[config.mk]
export PLATFORM = sky130hd
export DESIGN_NAME = dmem_port_arbiter_flat
export DESIGN_NICKNAME = d
export VERILOG_FILES = /design/src/rtl/dmem_port_arbiter_if.sv /design/src/rtl/dmem_port_arbiter.sv /design/src/flat_wrapper.sv
export SDC_FILE = /design/constraint.sdc
export NUM_CORES = 1
export LEC_CHECK = 0
export CAP_MARGIN = 10
export CORE_MARGIN = 1.5
export CORE_UTILIZATION = 40
export CTS_CLUSTER_SIZE = 30
export DETAILED_ROUTE_END_ITERATION = 12
export HOLD_SLACK_MARGIN = 0.08
export PLACE_DENSITY = 0.91
export SYNTH_ARGS = -nofsm -noshare
export SYNTH_HDL_FRONTEND = slang
export SYNTH_SLANG_ARGS = --single-unit
[constraint.sdc]
create_clock -name clk -period 4.2 [get_ports clk]
set_clock_uncertainty 0.2 [all_clocks]
set_input_delay 1.05 -clock clk [delete_from_list [all_inputs] [get_ports clk]]
set_output_delay 1.05 -clock clk [all_outputs]
set_load 0.01 [all_outputs]
[src/rtl/dmem_port_arbiter_if.sv]
// Bundle of the CPU load/store, coprocessor burst-DMA and memory-side signals
// around the data-memory write port arbiter.
interface dmem_port_arbiter_if #(
    parameter int ADDR_WIDTH     = 10,
    parameter int DATA_WIDTH     = 32,
    parameter int TRANSFER_WIDTH = 4,
    parameter int LEN_WIDTH      = 6
);
    logic                      cpu_req_i;
    logic                      cpu_we_i;
    logic [ADDR_WIDTH-1:0]     cpu_addr_i;
    logic [DATA_WIDTH-1:0]     cpu_wdata_i;
    logic [TRANSFER_WIDTH-1:0] cpu_be_i;
    logic                      cpu_gnt_o;
    logic                      cpu_rvalid_o;
    logic [DATA_WIDTH-1:0]     cpu_rdata_o;

    logic                      cop_req_i;
    logic                      cop_we_i;
    logic [ADDR_WIDTH-1:0]     cop_addr_i;
    logic [LEN_WIDTH-1:0]      cop_len_i;
    logic                      cop_ready_i;
    logic [DATA_WIDTH-1:0]     cop_wdata_i;
    logic                      cop_ack_o;
    logic                      cop_beat_o;
    logic                      cop_rvalid_o;
    logic [DATA_WIDTH-1:0]     cop_rdata_o;
    logic                      cop_done_o;

    logic                      mem_we_o;
    logic [ADDR_WIDTH-1:0]     mem_addr_o;
    logic [DATA_WIDTH-1:0]     mem_wdata_o;
    logic [TRANSFER_WIDTH-1:0] mem_be_o;
    logic [DATA_WIDTH-1:0]     mem_rdata_i;

    // Arbiter side.
    modport slave (
        input  cpu_req_i, cpu_we_i, cpu_addr_i, cpu_wdata_i, cpu_be_i,
        output cpu_gnt_o, cpu_rvalid_o, cpu_rdata_o,
        input  cop_req_i, cop_we_i, cop_addr_i, cop_len_i, cop_ready_i, cop_wdata_i,
        output cop_ack_o, cop_beat_o, cop_rvalid_o, cop_rdata_o, cop_done_o,
        output mem_we_o, mem_addr_o, mem_wdata_o, mem_be_o,
        input  mem_rdata_i
    );

    // Requester / memory side.
    modport master (
        output cpu_req_i, cpu_we_i, cpu_addr_i, cpu_wdata_i, cpu_be_i,
        input  cpu_gnt_o, cpu_rvalid_o, cpu_rdata_o,
        output cop_req_i, cop_we_i, cop_addr_i, cop_len_i, cop_ready_i, cop_wdata_i,
        input  cop_ack_o, cop_beat_o, cop_rvalid_o, cop_rdata_o, cop_done_o,
        input  mem_we_o, mem_addr_o, mem_wdata_o, mem_be_o,
        output mem_rdata_i
    );
endinterface

[src/rtl/dmem_port_arbiter.sv]
// Shares the data memory's write-capable port between single-word CPU accesses
// and coprocessor linear bursts, with periodic CPU slots inside long bursts.
module dmem_port_arbiter #(
    parameter int ADDR_WIDTH     = 10,
    parameter int DATA_WIDTH     = 32,
    parameter int TRANSFER_WIDTH = 4,
    parameter int LEN_WIDTH      = 6,
    parameter int COP_SLICE      = 8
) (
    input logic                 clk,
    input logic                 rst_n,
    dmem_port_arbiter_if.slave  bus
);
    localparam int SLICE_WIDTH = $clog2(COP_SLICE + 1);

    typedef enum logic [1:0] {IDLE, BURST, CPU_SLOT, DONE} state_t;

    state_t                 state_q, state_d;
    logic                   prio_cop_q, prio_cop_d;
    logic [ADDR_WIDTH-1:0]  base_q, base_d;
    logic [LEN_WIDTH-1:0]   len_q, len_d;
    logic [LEN_WIDTH-1:0]   idx_q, idx_d;
    logic                   we_q, we_d;
    logic [SLICE_WIDTH-1:0] slice_q, slice_d;

    logic                   cpu_gnt;
    logic                   cop_beat;
    logic                   cpu_rvalid_q, cop_rvalid_q;
    logic [DATA_WIDTH-1:0]  cpu_rdata_q, cop_rdata_q;

    // NOTE: sequential state uses <= so every register sees pre-edge values.
    always_ff @(posedge clk) begin
        if (!rst_n) begin
            state_q    <= IDLE;
            prio_cop_q <= 1'b1;
            base_q     <= '0;
            len_q      <= '0;
            idx_q      <= '0;
            we_q       <= 1'b0;
            slice_q    <= '0;
        end else begin
            state_q    <= state_d;
            prio_cop_q <= prio_cop_d;
            base_q     <= base_d;
            len_q      <= len_d;
            idx_q      <= idx_d;
            we_q       <= we_d;
            slice_q    <= slice_d;
        end
    end

    always_comb begin
        // NOTE: every output of this block gets a default first, so no latches.
        state_d         = state_q;
        prio_cop_d      = prio_cop_q;
        base_d          = base_q;
        len_d           = len_q;
        idx_d           = idx_q;
        we_d            = we_q;
        slice_d         = slice_q;
        cpu_gnt         = 1'b0;
        cop_beat        = 1'b0;
        bus.cop_ack_o   = 1'b0;
        bus.cop_done_o  = 1'b0;
        bus.mem_we_o    = 1'b0;
        bus.mem_addr_o  = '0;
        bus.mem_wdata_o = '0;
        bus.mem_be_o    = '0;

        // While reset is held no access may reach the memory.
        if (rst_n) begin
            unique case (state_q)
                IDLE: begin
                    if (bus.cpu_req_i && !(bus.cop_req_i && prio_cop_q)) begin
                        cpu_gnt = 1'b1;
                    end else if (bus.cop_req_i) begin
                        bus.cop_ack_o = 1'b1;
                        base_d        = {bus.cop_addr_i[ADDR_WIDTH-1:2], 2'b00};
                        len_d         = bus.cop_len_i;
                        we_d          = bus.cop_we_i;
                        idx_d         = '0;
                        slice_d       = '0;
                        prio_cop_d    = 1'b0;
                        state_d       = (bus.cop_len_i == '0) ? DONE : BURST;
                    end
                end
                BURST: begin
                    if (bus.cop_ready_i) begin
                        cop_beat        = 1'b1;
                        bus.mem_we_o    = we_q;
                        bus.mem_addr_o  = base_q + ADDR_WIDTH'({idx_q, 2'b00});
                        bus.mem_wdata_o = bus.cop_wdata_i;
                        bus.mem_be_o    = '1;
                        idx_d           = idx_q + 1'b1;
                        if (slice_q != SLICE_WIDTH'(COP_SLICE)) slice_d = slice_q + 1'b1;
                    end
                    // The slice counter saturates, so a late CPU request still gets the next slot.
                    if (cop_beat && idx_d == len_q) begin
                        state_d = DONE;
                    end else if (slice_d == SLICE_WIDTH'(COP_SLICE) && bus.cpu_req_i) begin
                        state_d = CPU_SLOT;
                        slice_d = '0;
                    end
                end
                CPU_SLOT: begin
                    cpu_gnt = bus.cpu_req_i;
                    state_d = BURST;
                end
                DONE: begin
                    bus.cop_done_o = 1'b1;
                    state_d        = IDLE;
                end
                default: state_d = IDLE;
            endcase

            if (cpu_gnt) begin
                bus.mem_we_o    = bus.cpu_we_i;
                bus.mem_addr_o  = bus.cpu_addr_i;
                bus.mem_wdata_o = bus.cpu_wdata_i;
                bus.mem_be_o    = bus.cpu_be_i;
                prio_cop_d      = 1'b1;
            end
        end
    end

    // Read data is captured from the combinational memory the cycle it is addressed.
    always_ff @(posedge clk) begin
        if (!rst_n) begin
            cpu_rvalid_q <= 1'b0;
            cpu_rdata_q  <= '0;
            cop_rvalid_q <= 1'b0;
            cop_rdata_q  <= '0;
        end else begin
            cpu_rvalid_q <= cpu_gnt && !bus.cpu_we_i;
            cop_rvalid_q <= cop_beat && !we_q;
            if (cpu_gnt && !bus.cpu_we_i) cpu_rdata_q <= bus.mem_rdata_i;
            if (cop_beat && !we_q) cop_rdata_q <= bus.mem_rdata_i;
        end
    end

    assign bus.cpu_gnt_o    = cpu_gnt;
    assign bus.cop_beat_o   = cop_beat;
    assign bus.cpu_rvalid_o = cpu_rvalid_q;
    assign bus.cpu_rdata_o  = cpu_rdata_q;
    assign bus.cop_rvalid_o = cop_rvalid_q;
    assign bus.cop_rdata_o  = cop_rdata_q;
endmodule

[src/flat_wrapper.sv]
// flat-port wrapper written by rule: the top's interface ports become plain ports
module dmem_port_arbiter_flat 
#(
    parameter int ADDR_WIDTH     = 10,
    parameter int DATA_WIDTH     = 32,
    parameter int TRANSFER_WIDTH = 4,
    parameter int LEN_WIDTH      = 6,
    parameter int COP_SLICE      = 8
)
  (clk, rst_n, bus_cpu_req_i, bus_cpu_we_i, bus_cpu_addr_i, bus_cpu_wdata_i, bus_cpu_be_i, bus_cpu_gnt_o, bus_cpu_rvalid_o, bus_cpu_rdata_o, bus_cop_req_i, bus_cop_we_i, bus_cop_addr_i, bus_cop_len_i, bus_cop_ready_i, bus_cop_wdata_i, bus_cop_ack_o, bus_cop_beat_o, bus_cop_rvalid_o, bus_cop_rdata_o, bus_cop_done_o, bus_mem_we_o, bus_mem_addr_o, bus_mem_wdata_o, bus_mem_be_o, bus_mem_rdata_i);
  dmem_port_arbiter_if #(.ADDR_WIDTH(ADDR_WIDTH), .DATA_WIDTH(DATA_WIDTH), .TRANSFER_WIDTH(TRANSFER_WIDTH), .LEN_WIDTH(LEN_WIDTH)) bus_i ();
  input logic clk;
  input logic rst_n;
  input wire logic [$bits(bus_i.cpu_req_i)-1:0] bus_cpu_req_i;
  input wire logic [$bits(bus_i.cpu_we_i)-1:0] bus_cpu_we_i;
  input wire logic [$bits(bus_i.cpu_addr_i)-1:0] bus_cpu_addr_i;
  input wire logic [$bits(bus_i.cpu_wdata_i)-1:0] bus_cpu_wdata_i;
  input wire logic [$bits(bus_i.cpu_be_i)-1:0] bus_cpu_be_i;
  output wire logic [$bits(bus_i.cpu_gnt_o)-1:0] bus_cpu_gnt_o;
  output wire logic [$bits(bus_i.cpu_rvalid_o)-1:0] bus_cpu_rvalid_o;
  output wire logic [$bits(bus_i.cpu_rdata_o)-1:0] bus_cpu_rdata_o;
  input wire logic [$bits(bus_i.cop_req_i)-1:0] bus_cop_req_i;
  input wire logic [$bits(bus_i.cop_we_i)-1:0] bus_cop_we_i;
  input wire logic [$bits(bus_i.cop_addr_i)-1:0] bus_cop_addr_i;
  input wire logic [$bits(bus_i.cop_len_i)-1:0] bus_cop_len_i;
  input wire logic [$bits(bus_i.cop_ready_i)-1:0] bus_cop_ready_i;
  input wire logic [$bits(bus_i.cop_wdata_i)-1:0] bus_cop_wdata_i;
  output wire logic [$bits(bus_i.cop_ack_o)-1:0] bus_cop_ack_o;
  output wire logic [$bits(bus_i.cop_beat_o)-1:0] bus_cop_beat_o;
  output wire logic [$bits(bus_i.cop_rvalid_o)-1:0] bus_cop_rvalid_o;
  output wire logic [$bits(bus_i.cop_rdata_o)-1:0] bus_cop_rdata_o;
  output wire logic [$bits(bus_i.cop_done_o)-1:0] bus_cop_done_o;
  output wire logic [$bits(bus_i.mem_we_o)-1:0] bus_mem_we_o;
  output wire logic [$bits(bus_i.mem_addr_o)-1:0] bus_mem_addr_o;
  output wire logic [$bits(bus_i.mem_wdata_o)-1:0] bus_mem_wdata_o;
  output wire logic [$bits(bus_i.mem_be_o)-1:0] bus_mem_be_o;
  input wire logic [$bits(bus_i.mem_rdata_i)-1:0] bus_mem_rdata_i;
  assign bus_i.cpu_req_i = bus_cpu_req_i;
  assign bus_i.cpu_we_i = bus_cpu_we_i;
  assign bus_i.cpu_addr_i = bus_cpu_addr_i;
  assign bus_i.cpu_wdata_i = bus_cpu_wdata_i;
  assign bus_i.cpu_be_i = bus_cpu_be_i;
  assign bus_cpu_gnt_o = bus_i.cpu_gnt_o;
  assign bus_cpu_rvalid_o = bus_i.cpu_rvalid_o;
  assign bus_cpu_rdata_o = bus_i.cpu_rdata_o;
  assign bus_i.cop_req_i = bus_cop_req_i;
  assign bus_i.cop_we_i = bus_cop_we_i;
  assign bus_i.cop_addr_i = bus_cop_addr_i;
  assign bus_i.cop_len_i = bus_cop_len_i;
  assign bus_i.cop_ready_i = bus_cop_ready_i;
  assign bus_i.cop_wdata_i = bus_cop_wdata_i;
  assign bus_cop_ack_o = bus_i.cop_ack_o;
  assign bus_cop_beat_o = bus_i.cop_beat_o;
  assign bus_cop_rvalid_o = bus_i.cop_rvalid_o;
  assign bus_cop_rdata_o = bus_i.cop_rdata_o;
  assign bus_cop_done_o = bus_i.cop_done_o;
  assign bus_mem_we_o = bus_i.mem_we_o;
  assign bus_mem_addr_o = bus_i.mem_addr_o;
  assign bus_mem_wdata_o = bus_i.mem_wdata_o;
  assign bus_mem_be_o = bus_i.mem_be_o;
  assign bus_i.mem_rdata_i = bus_mem_rdata_i;
  dmem_port_arbiter #(.ADDR_WIDTH(ADDR_WIDTH), .DATA_WIDTH(DATA_WIDTH), .TRANSFER_WIDTH(TRANSFER_WIDTH), .LEN_WIDTH(LEN_WIDTH), .COP_SLICE(COP_SLICE)) u_core (.clk(clk), .rst_n(rst_n), .bus(bus_i));
endmodule
==> flow_summary.yaml <==
status:
  run_status: "finished, final reports clean"
sta:
  timing.final.crit_period_ns: 4.08
  unrepaired_setup_endpoints_after_global_routing: "no"
  fin_worst_hold_slack_ns: 0.253
  post-route-period-util_pct: 97.1
  final_hold_viol_count: 0
  worst_slew_pin_slew_ns: 0.678
  maxSlewViolCount: 0
  final_worst_slack_ns: 0.122
  max_slew_margin_pct: 54.8
  maxClockFrequency_ghz: 0.245
  setup_viol_count_final: 0
final_layout:
  fillers: 804
  top_library_cells_by_usage_in_the_layout_fill_and_taps_aside: "245 x clkdlybuf4s50_1, 173 x nand2_1, 93 x dfxtp_1"
  finalNetCount: 930
  antennaDiodeCount: 0
  drive_gt1_share_pct: 5.56
  final_common_cell: "clkdlybuf4s50_1"
  flow.area_growth_from_synthesis_pct: 68.1
global_routing:
  grt.total_usage_pct: 25.5
  grt_start_max_net_pins: 66
  grt_pass1_wl_mm: 23.1
  antenna_violations_before_repair: 0
  via_count_of_the_first_global_routing_pass: 4863
  overflow_left_after_global_routing: 0
drt:
  routed_wl_mm: 15.2
  vias_per_cell: 5.23
  drt_first_pass_iters: 5
  first_iter_violations: 412
  vias: 4850
  ant_nets: 0
  drc_errors: 0
  wl_per_cell_um: 16.4
pwr:
  vdd_drop_max_mv: 0.210
  internal_power_w: 0.00144
  share_comb_of_total_power_pct: 23.9
  total_power_w: 0.00202
  pwr_density_cell_mw_per_mm2: 280
  power_frac_clock_pct: 28.7
  seq_power_share_pct: 47.5
  cellLeakagePower_nw: 2.69
  switchingPower_w: 0.000579
  switching_share_of_power_pct: 28.7
critical_path:
  path_class: "in2out"
  critical-path-slowest-cell: "clkdlybuf4s50_1"
  r2r-start: "u_core.state_q[0]"
  max_stage_delay_ns: 0.53
  ff2ff_path_depth: 8
  cp_num_buf_inv: 4
  setup.worst_path.start: "bus_cpu_req_i"
  timing.critical_path.arrival_ns: 2.83
  crit_family: "buffers and inverters"
  timing.critical_path.fanout_max: 13
  path_cells: "clkdlybuf4s50_1 -> nand3b_1 -> a31oi_4 -> buf_12 -> buf_6 -> a22o_1 -> clkdlybuf4s50_1"
  critical_path.startpoint_type: "input port"
  critical_path.endpoint_type: "output pin"
  r2r_endpoint: "u_core.bus.cop_rdata_o[21]"
  cp.required_ns: 2.95
  most_repeated_library_cell_on_the_critical_path: "clkdlybuf4s50_1"
  r2r_setup_slack_ns: 1.86
synth:
  ys_dominant_reg_cell: "dfxtp_1"
  asyncSetResetFlopFracSynth_pct: 0
  postSynthAreaPerCell_um2: 7.80
  netlist_area_mm2: 0.00429
  flip_flop_and_latch_count_after_synthesis: 94
  syn-num-nets: 693
  ys_seq_area_share_pct: 43.8
  synthesis.instances: 550
  synth.lib_cells_used.distinct: 41
  yosys_warnings: 0
  synth_edf_count: 0
die:
  fp.dieW_um: 107
  fp-row-count: 37
  design.portCount: 250
  fp.coreArea_mm2: 0.0104
  die_area_mm2: 0.0114
  initial_core_util_pct: 41.4
  floorplan.die.height_um: 107
place:
  portBuffers: 247
  hpwlAfterDp_mm: 11.4
  placement.setup.worst_slack_ns: -0.0647
  gp_congestion: 0.870
clocking:
  htree_num_levels: 3
  clock_path_buffers: 2
  cts.sinks: 94
  cts_hold_buffers: 0
  clk_transition_reported_paths_ns: 0.09
  cts_inserted_buffers: 9
  tritoncts: "yes"
  cts_root_buf: "clkbuf_8"
  clk_latency_worst_skew_pair_ns: 0.36
worst_hold_path:
  worst_hold_path.num_cells: 2
  min_from: "u_core.bus.cpu_rdata_o[16]"
  timing.hold.worst_endpoint: "u_core.bus.cpu_rdata_o[16]"
  worstHoldPathType: "reg2reg"
job:
  max-cap-violations: 0
==> cell usage after synthesis, types with 2 or more instances <==
cell | instances | share of area [%]
a22oi_1 | 2 | 0.35
xor2_1 | 6 | 1.2
buf_2 | 9 | 1.0
nand2_1 | 173 | 15
nand2b_1 | 2 | 0.29
o21ai_1 | 33 | 3.8
nand4_1 | 4 | 0.58
and2_1 | 4 | 0.58
nor3_1 | 3 | 0.35
inv_1 | 7 | 0.61
o211ai_1 | 5 | 0.87
ha_1 | 9 | 2.6
or3_1 | 3 | 0.44
xnor2_1 | 12 | 2.4
nor2_1 | 12 | 1.0
nor4_1 | 2 | 0.29
dfxtp_1 | 94 | 44
nor2b_1 | 3 | 0.44
buf_1 | 7 | 0.61
a31oi_1 | 3 | 0.44
a22o_1 | 41 | 8.4
a21o_1 | 7 | 1.2
o21ai_0 | 6 | 0.70
clkbuf_1 | 24 | 2.1
a21oi_1 | 60 | 7.0
and3_1 | 2 | 0.29
nand3_1 | 3 | 0.35
==> how the worst max path moves through the flow <==
| stage | endpoint | slack, ns | depth (start not counted) |
|---|---|---|---|
| CTS | bus_mem_addr_o[8] | 0.04 | 6 |
| global placement | bus_mem_wdata_o[15] | -0.07 | 6 |
| finish | bus_mem_wdata_o[15] | 0.12 | 7 |
| global route | bus_mem_wdata_o[15] | 0.05 | 7 |
| floorplan | bus_mem_wdata_o[10] | 0.52 | 6 |
| detailed placement | bus_mem_wdata_o[15] | -0.06 | 6 |
==> metrics by stage <==
stage | instances | TNS [ns] | util (%) | area, um^2
detailed placement | 910 | -1.26 | 67.1 | 6960
global route | 928 | 0 | 69.6 | 7210
CTS | 926 | 0 | 69.1 | 7160
finish | 928 | 0 | 69.6 | 7210
floorplan | 550 | 0 | - | 4290
global placement | 910 | -1.13 | 67.1 | 6960
==> worst register-to-register path, delay by kind of cell, from the launching register on <==
family / cells / cell delay [ns]
buffers and inverters: 3 / 0.76
AO/OA/AOI/OAI: 1 / 0.18
AND/OR/NAND/NOR: 4 / 0.67
flip-flops: 1 / 0.45
==> flip-flops by register name, indices dropped and copies added (netlist names) <==
| signal | count |
|---|---|
| u_core.base_q | 8 |
| u_core.state_q | 2 |
| u_core.idx_q | 6 |
| u_core.bus.cop_rvalid_o | 1 |
| u_core.slice_q | 4 |
| u_core.bus.cop_rdata_o | 32 |
| u_core.bus.cpu_rdata_o | 32 |
| u_core.len_q | 6 |
| u_core.bus.cpu_rvalid_o | 1 |
| u_core.prio_cop_q | 1 |
| u_core.we_q | 1 |
==> routing by layer <==
layer | share of wire [%] | vias to the layer above | GRT usage [%]
li1 | - | 2349 | -
met2 | 50 | 213 | 46.3
met4 | 3.1 | 0 | 10.1
met1 | 37 | 2252 | 27.1
met5 | 0 | - | 0
met3 | 9.5 | 36 | 8.33
==> power by group through the flow <==
| stage | registers [W] | clock network (W) | logic [W] |
|---|---|---|---|
| 5_1_grt | 0.000963 | 0.000625 | 0.000515 |
| 2_1_floorplan | 0.000983 | 0 | 0.000174 |
| 3_5_place_dp | 0.000978 | 0 | 0.000472 |
| 3_3_place_gp | 0.000975 | 0 | 0.000462 |
| 6_report | 0.000957 | 0.000579 | 0.000482 |
| 4_1_cts | 0.000958 | 0.000590 | 0.000476 |
==> layout make-up <==
type | count | area [um^2] | area share, %
Clock buffer | 9 | 124 | 1.72
Clock inverter | 7 | 68.8 | 0.954
Inverter | 9 | 33.8 | 0.468
Multi-Input combinational cell | 407 | 2240 | 31.1
Sequential cell | 94 | 1880 | 26.1
Tap cell | 136 | 170 | 2.36
Timing Repair Buffer | 266 | 2690 | 37.3
==> timing repair <==
item | 4_1_cts | 5_1_grt
gates resized for setup | 4 | 2
cloned | 0 | 1
setup endpoints to repair | 44 | 2
setup buffers | 0 | 1
==> kinds of logic (layout without fill, tap and decap cells) <==
kind of cell	after synthesis	in the layout	share of synthesized area, %
AOI/OAI and AO/OA	160	160	23.4
DFF	94	94	43.8
muxes	1	1	0.233
buffers and inverters	49	291	4.55
xor gates and xnor gates	18	18	3.67
adders and majority gates	10	10	3.09
and+or+nand+nor	218	218	21.2
Note: power is estimated with default switching activity, not from simulation.
==> patch (same settings) <==
The 4 states of `state_t` get a one-hot encoding in 4 bits.
--- a/src/rtl/dmem_port_arbiter.sv
+++ b/src/rtl/dmem_port_arbiter.sv
@@ -13,7 +13,7 @@
 );
     localparam int SLICE_WIDTH = $clog2(COP_SLICE + 1);
 
-    typedef enum logic [1:0] {IDLE, BURST, CPU_SLOT, DONE} state_t;
+    typedef enum logic [3:0] {IDLE = 4'b0001, BURST = 4'b0010, CPU_SLOT = 4'b0100, DONE = 4'b1000} state_t;
 
     state_t                 state_q, state_d;
     logic                   prio_cop_q, prio_cop_d;
Check against the original RTL: no difference found for any inputs over 4 cycles, from zero or initial values and one cycle with rst_n low; so few cycles prove little.
==> patch against the unedited design <==
  * Design area rose by 7.0%
  * Count of clock-buffer cells in the layout is 1 higher
  * Via count increased by 0.91%
  * Total power increased by 29%
  * Cell count is 3.0% higher
  * Largest power group unchanged
  * Routed wire length rose by 2.3%
  * Worst setup slack worse by 71 ps
  * Register-to-register slack worse by 70 ps
  * Sequential cell count is 2 higher
  * Synthesized area up 7.1%
==> patch: results (changes against the unedited design) <==
post-synthesis mux area share 0.00871 (was 0.00233); P_int 1890 uW (was 1440 uW); Synth Register Bits 96 (was 94); leakage 0.00343 uW (was 0.00269 uW); vias in the first global route 4559 (was 4863); Max FO, Critical Path 7 (was 13); outcome complete, no violations (unchanged); drt first pass iters 4 (was 5); clock slew at reported path FFs 70 ps (was 90 ps); Psw 715 uW (was 579 uW); Reg area 1920 um^2 (was 1880 um^2); post-CTS sizing 10 (was 4); CP Data Arrival Time 2900 ps (was 2830 ps); Layout non-clock buf frac 0.359 (was 0.373); Core Box Area 11000 um^2 (was 10400 um^2); fraction of area in multi-input gates 0.324 (was 0.311); Root Buffer Master clkbuf_16 (was clkbuf_8); top cells by count, synth nand2_1 (189), dfxtp_1 (96), o21ai_0 (42) (was nand2_1 (173), dfxtp_1 (94), a21oi_1 (60)); Placement Setup Slack -90.3 ps (was -64.7 ps); Layout Cells excl Fill 956 (was 928); first-pass GRT wire length 22.3 mm (was 23.1 mm); Power Clock 914 uW (was 579 uW); Fillers 844 (was 804); layout cells sized above 1 0.0625 (was 0.0556); Net count, final 954 (was 930); Final HPWL DP 11.3 mm (was 11.4 mm); DRT iter0 DRCs 214 (was 412); Buffers, non-clock 269 (was 266); Synthesized Nets 714 (was 693); VDD IR max 0.000254 V (was 0.000210 V); Layout area overhead 67.8% (was 68.1%); total track usage 0.239 (was 0.255); Slew HR 0.559 (was 0.548); Flop pwr share 0.393 (was 0.475); nonclk inv count 4 (was 9); post-synthesis sequential area ratio 0.418 (was 0.438); XOR/XNOR Fraction of Synth Area 0.0305 (was 0.0367); Synth area leaders dfxtp_1 (42%), nand2_1 (15%), a22o_1 (7.0%) (was dfxtp_1 (44%), nand2_1 (15%), a22o_1 (8.4%)); Synth cell types 45 (was 41); clk_buf instances 10 (was 9); Multi-In Gates 431 (was 407); gpl congestion 0.821 (was 0.870)
## patch: cell count changes in the layout (fill, tap and decap cells not counted), sizes merged, moves of 5 or more
cell	delta
a21boi	+49
a21oi	-49
buf	+5
clkdlybuf4s50	-37
dlygate4sd2	+5
dlymetal6s2s	+31
nand2	+16
nand3	+8
nor3b	+6
o211ai	-5
## patch: routing by layer
layer	wire [um]	track usage
met5	0	0
met4	190	0.0614
met3	1370	0.0899
met2	7550	0.389
met1	6440	0.298
## patch: worst paths after layout
check	from	endpoint	slack (ps)
max reg2reg	u_core.state_q[1]	u_core.bus.cop_rdata_o[9]	1790
max	bus_cop_req_i	bus_mem_wdata_o[6]	50
min	u_core.bus.cop_rdata_o[8]	u_core.bus.cop_rdata_o[8]	250
min reg2reg	u_core.bus.cop_rdata_o[8]	u_core.bus.cop_rdata_o[8]	250
